File: config.mk
export PLATFORM = sky130hd
export DESIGN_NAME = bus_dest_load
export DESIGN_NICKNAME = d
export VERILOG_FILES = /design/src/rtl/bus_dest_load.sv
export SDC_FILE = /design/constraint.sdc
export NUM_CORES = 1
export LEC_CHECK = 0
export CAP_MARGIN = 10
export CORE_ASPECT_RATIO = 0.75
export CORE_UTILIZATION = 45
export DETAILED_ROUTE_END_ITERATION = 6
export DONT_BUFFER_PORTS = 1
export GPL_ROUTABILITY_DRIVEN = 0
export HOLD_SLACK_MARGIN = 0.1
export PLACE_DENSITY = 0.6
export SLEW_MARGIN = 20
export SYNTH_ARGS = -nofsm -noshare
export SYNTH_HDL_FRONTEND = slang
export SYNTH_SLANG_ARGS = --single-unit
File: constraint.sdc
create_clock -name clk -period 2.5 [get_ports clk]
set_input_delay 0.5 -clock clk [delete_from_list [all_inputs] [get_ports clk]]
set_output_delay 0.5 -clock clk [all_outputs]
set_load 0.005 [all_outputs]
File: src/rtl/bus_dest_load.sv
// bus_dest_load: destination side of the common bus (AR/PC/DR/AC/IR and RAM write port).
// Optional sticky illegal-command flag enabled by defining BUS_DEST_ERR_EN.
module bus_dest_load #(
    parameter int N  = 16,
    parameter int AW = 12
) (
    input  logic          clk,
    input  logic          rst,
    input  logic [N-1:0]  bus_in,
    input  logic [2:0]    DDD,
    input  logic [1:0]    op,
    input  logic          mem_ack,
    output logic [AW-1:0] AR,
    output logic [AW-1:0] PC,
    output logic [N-1:0]  DR,
    output logic [N-1:0]  AC,
    output logic [N-1:0]  IR,
    output logic [AW-1:0] mem_addr,
    output logic [N-1:0]  mem_wdata,
    output logic          mem_we,
    output logic          busy,
    output logic          err
);
    typedef enum logic {IDLE, WR_WAIT} state_t;

    state_t        state_q, state_d;
    logic [AW-1:0] ar_q, ar_d, pc_q, pc_d, maddr_q, maddr_d;
    logic [N-1:0]  dr_q, dr_d, ac_q, ac_d, ir_q, ir_d, mdata_q, mdata_d;
    logic          we_q, we_d;

    function automatic logic [AW-1:0] upd_a(input logic [AW-1:0] v, input logic [1:0] o,
                                            input logic [AW-1:0] b);
        return o == 2'b01 ? b : o == 2'b10 ? v + AW'(1) : o == 2'b11 ? '0 : v;
    endfunction

    function automatic logic [N-1:0] upd_n(input logic [N-1:0] v, input logic [1:0] o,
                                           input logic [N-1:0] b);
        return o == 2'b01 ? b : o == 2'b10 ? v + N'(1) : o == 2'b11 ? '0 : v;
    endfunction

    wire idle = (state_q == IDLE);

    always_comb begin
        ar_d    = ar_q;
        pc_d    = pc_q;
        dr_d    = dr_q;
        ac_d    = ac_q;
        ir_d    = ir_q;
        maddr_d = maddr_q;
        mdata_d = mdata_q;
        we_d    = we_q;
        state_d = state_q;
        if (idle) begin
            case (DDD)
                3'd1: ar_d = upd_a(ar_q, op, bus_in[AW-1:0]);
                3'd2: pc_d = upd_a(pc_q, op, bus_in[AW-1:0]);
                3'd3: dr_d = upd_n(dr_q, op, bus_in);
                3'd4: ac_d = upd_n(ac_q, op, bus_in);
                3'd5: ir_d = (op == 2'b10) ? ir_q : upd_n(ir_q, op, bus_in);
                3'd7: if (op == 2'b01) begin
                    maddr_d = ar_q;
                    mdata_d = bus_in;
                    we_d    = 1'b1;
                    state_d = WR_WAIT;
                end
                default: ;
            endcase
        end else if (mem_ack) begin
            we_d    = 1'b0;
            state_d = IDLE;
        end
    end

    always_ff @(posedge clk) begin
        if (rst) begin
            state_q <= IDLE;
            ar_q    <= '0;
            pc_q    <= '0;
            dr_q    <= '0;
            ac_q    <= '0;
            ir_q    <= '0;
            maddr_q <= '0;
            mdata_q <= '0;
            we_q    <= 1'b0;
        end else begin
            state_q <= state_d;
            ar_q    <= ar_d;
            pc_q    <= pc_d;
            dr_q    <= dr_d;
            ac_q    <= ac_d;
            ir_q    <= ir_d;
            maddr_q <= maddr_d;
            mdata_q <= mdata_d;
            we_q    <= we_d;
        end
    end

`ifdef BUS_DEST_ERR_EN
    logic err_q, err_d;
    logic illegal;

    // Commands that decode to no legal action: empty codes, RAM inc/clear, IR increment.
    always_comb begin
        illegal = (op != 2'b00) && ((DDD == 3'd0) || (DDD == 3'd6) ||
                  (DDD == 3'd7 && op != 2'b01) || (DDD == 3'd5 && op == 2'b10));
        err_d   = err_q | (idle & illegal);
    end

    always_ff @(posedge clk) begin
        if (rst) err_q <= 1'b0;
        else     err_q <= err_d;
    end

    assign err = err_q;
`else
    assign err = 1'b0;
`endif

    assign AR        = ar_q;
    assign PC        = pc_q;
    assign DR        = dr_q;
    assign AC        = ac_q;
    assign IR        = ir_q;
    assign mem_addr  = maddr_q;
    assign mem_wdata = mdata_q;
    assign mem_we    = we_q;
    // busy and mem_we share one flop: both rise on request and fall on ack.
    assign busy      = we_q;
endmodule

After elaboration in Yosys (flattened, before gate mapping). Cells that the tools add are included. W data, S select, Z words.

Bits in registers: 102. Logic and storage cells: 55.

Add/subtract/negate cells: 4. Equal/unequal tests: 10. Muxes and demuxes: 19. Bitwise gates (word level): 2. Reduce and logical (&&, ||, !) cells: 11.

Operators with widths (number): $mux W16 (6); $mux W12 (5); $add A16 B1 Y16 const B (2); $add A12 B1 Y12 const B (2); $reduce_and A3 Y1 (6); $eq A3 B3 Y1 const B (3); $mux W1 (8); $eq A3 B2 Y1 const B (2); $reduce_bool A2 Y1 (3); $eq A2 B2 Y1 const B (2); $reduce_and A4 Y1 (1); $eq A3 B1 Y1 const B (1); $reduce_bool A3 Y1 (1); $eq A2 B1 Y1 const B (1); $ne A2 B2 Y1 const B (1); $not A1 Y1 (2).

Logic depth before layout (Yosys ltp).
Word-level depth: 4. Mapped depth: 7. Mapped depth without buffers: 5.

Worst setup path after synthesis. No wires, ideal clock.

Kind: input-to-reg. From: input DDD[1]. To: register ac_q[13] (netlist: AC[13]). Setup time: 0.134 ns. Arrival time: 1.693 ns. Setup slack: 0.673 ns. Cell stages on the path: 6. Path through: or4b_1 > buf_2 > or2_1 > buf_6 > a21oi_2 > o211ai_1.

Longest elaborated chain between the ends: 2.

RTL lines: from (decl) (RTL line 10) `input logic [2:0] DDD,`; $eq A3 B3 Y1 (RTL line 54) `case (DDD)`; $reduce_and A3 Y1 (no source line); to (signal assigned) (RTL line 80) `ac_q <= '0;`; to (signal assigned) (RTL line 90) `ac_q <= ac_d;`; to (decl) (RTL line 28) `logic [N-1:0] dr_q, dr_d, ac_q, ac_d, ir_q, ir_d, mdata_q, mdata_d;`.

Every way passes these cells. A chain may end at the register's enable or synchronous reset.

Worst setup path in the final report.
From: register ac_q[0] (netlist: AC[0]). To: register ac_q[14] (netlist: AC[14]).

Longest elaborated chain between the ends: 3.

RTL lines: $add A16 B1 Y16 (RTL line 38) `return o == 2'b01 ? b : o == 2'b10 ? v + N'(1) : o == 2'b11 ? '0 : v;`; $mux W16 (2 in a row) (RTL line 38).

Every way passes these cells.

==> results.ini <==
[synth]
synth.top_cells.by_count = 122 x nand2_1, 102 x dfxtp_1, 80 x a21oi_1
synth.distinct_cells = 67
synthesis.nets = 688
synth_largest_area_cell = dfxtp_1
synth_top_area_frac = 0.398
synth_area_mm2 = 0.00512
syn_inst = 660
ys_top_cells_by_area = dfxtp_1 40%, nand2_1 8.9%, a21oi_1 7.8%, o21ai_0 3.0%, nand3_1 2.4%
yosysWarnings = 0
synth_top_flop_cell = dfxtp_1
syn_avg_cell_area_um2 = 7.77
synthArstFlopShare = 0
synth-edff-count = 0
ys_seq_elements = 102
synth_seq_area_share = 0.398
synth_most_common_cell = nand2_1

[route]
drt_wl_total_um = 16400
drtIter0Drc = 388
vias = 5007
post_drt_wl_per_cell_um = 21.1
postRouteAntennaNets = 0
vias_per_cell = 6.43
drc = 18
dr.pass1.iters = 7

[setup_path]
crit_chain = ha_1 -> nand4_1 -> nor4_1 -> mux2i_1 -> a31oi_1
cp.arrival_ps = 2280
slowest_stage = nor4_1
critPathLaunchType = flop
worst-path-buf-inv = 0
worstPathRequired_ps = 2750
critPathCaptureType = flop
r2r_slack_ps = 470
crit_family = simple AND/OR/NAND/NOR gates
slowest_delay_ps = 510
critical_path_class = flop to flop
cp_max_fo = 6

[clock_network]
cts_resized = 0
cts_buffers = 9
htreeDepth = 3
clock-sinks = 102
hold_buffers = 0
cts_tree = built
root_buffer = clkbuf_16
clkSlewWorstSetupHoldPaths_ps = 80
post_cts_buffers = 0
clock_latency_ps = 360
cts_buffer_depth = 2

[grt]
overflow = 0
antenna_found_initial = 0
grt_pass1_vias = 4429
track_usage = 0.274
met3_usage = 0.0969
grt_start_max_net_pins = 103
grt_util_met1 = 0.362
grt_first_pass_wirelength_um = 24900
met2_usage = 0.417
busiest_layer = met2

[cells_and_area]
drive_above_1_share = 0.0610
final_nets = 662
layout.cells.non_filler = 779
area_growth_pct = 7.52
diodes = 0

[timing]
finalSetupTns_ps = 0
setup_viol = 0
finalCriticalPeriod_ps = 2030
post-route-period-util = 0.811
grt_setup_unrepaired = false
finClkSkew_ps = 11.3
fmax_mhz = 493
tightest_slew_ps = 733
finalHoldViolCount = 0
max_slew_margin = 0.508
slew_viol_final = 0

[die]
design.die.area_mm2 = 0.0118
ios = 127
die_h_um = 94.4
die-width_um = 125
core_mm2 = 0.0110
initial_utilization = 0.465
rows = 33

[place]
placed_cells = 763
dp_hpwl_um = 11300
io_buffers = 0

[job]
maxCapViolCount = 0

[power]
p_leak_nw = 1.70
peakVddDrop_mv = 0.376
power.density_mw_per_mm2 = 635

[outcome]
failed_checks = design-rule violations
outcome = finished with violations

[min_path]
hold_class = input port to flop

==> flip-flops by register name, indices dropped and copies added (netlist names) <==
name / count
busy: 1
IR: 16
mem_addr: 12
AC: 16
mem_wdata: 16
PC: 12
state_q: 1
AR: 12
DR: 16
==> placed cells by master (no fill, tap or decap), types with 6 or more instances in the layout <==
cell type  count
mux2i_1        7
and2_1        10
dfxtp_1      102
nand2_1      122
nor4_1        14
nand4_1       15
a21oi_1       80
nand3_1       25
clkbuf_16      9
buf_4         12
a31oi_1       10
and3_1        10
inv_1         11
nor2_1        32
nor3_1        22
nor3b_1        6
o21ai_0       31
o32ai_1        6
a211oi_1       9
==> routing by layer <==
layer / up-vias / share of wire
met5: - / 0
met4: 0 / 0.017
met3: 24 / 0.11
met2: 207 / 0.44
met1: 2411 / 0.43
li1: 2365 / -
==> logic make-up (layout without fill, tap and decap cells) <==
kind of cell    Yosys count  in the layout  synth area share
compound gates          192            192             0.237
mux                       7              7            0.0137
simple gates            293            293             0.285
buf+inv                  61             40            0.0552
fa+ha+maj                 4              4           0.00977
other cells               1              1          0.000732
flops                   102            102             0.398
==> worst paths after layout <==
kind | startpoint | end | cells after the start
hold reg to reg | mem_wdata[9] | mem_wdata[9] | 2
setup reg to reg | AC[0] | AC[14] | 5
hold / removal | rst | AC[8] | 1
setup / recovery | AC[0] | AC[14] | 5
==> cell type report <==
| cell class | count | area (µm²) |
|---|---|---|
| fillers | 1074 | 5510 |
| multi-input cells | 497 | 2800 |
| flip-flops and latches | 102 | 2040 |
| clock buffers | 10 | 229 |
| well taps | 140 | 175 |
| clock inverters | 6 | 110 |
| repair buffers | 13 | 110 |
| inverters | 11 | 41.3 |
==> per-stage QoR <==
| stage | hold WS, ps | util | area, µm² | setup slack [ps] | power, mW |
|---|---|---|---|---|---|
| final | 210 | 0.500 | 5510 | 472 | 3.50 |
| after global routing | 195 | 0.500 | 5510 | 401 | 3.60 |
| after CTS | 207 | 0.500 | 5510 | 536 | 3.51 |
| after detailed placement | 461 | 0.469 | 5170 | 418 | 1.92 |
| after global placement | 458 | 0.469 | 5170 | 455 | 1.91 |
| after floorplan | 453 | - | 5120 | 673 | 1.88 |
==> power by group <==
group          switching, mW  total (mW)  internal [mW]
combinational          0.137       0.206         0.0685
sequential            0.0316        1.68           1.64
clock                  0.638        1.61          0.977
==> worst register-to-register path, delay by kind of cell (launching register included) <==
| kind | cells | cell delay [ps] |
|---|---|---|
| AND/OR/NAND/NOR | 2 | 790 |
| adder cells (fa/ha/maj) | 1 | 290 |
| multiplexers | 1 | 260 |
| flip-flops | 1 | 470 |
| AO/OA/AOI/OAI | 1 | 100 |
Note: power is estimated with default switching activity, not from simulation.
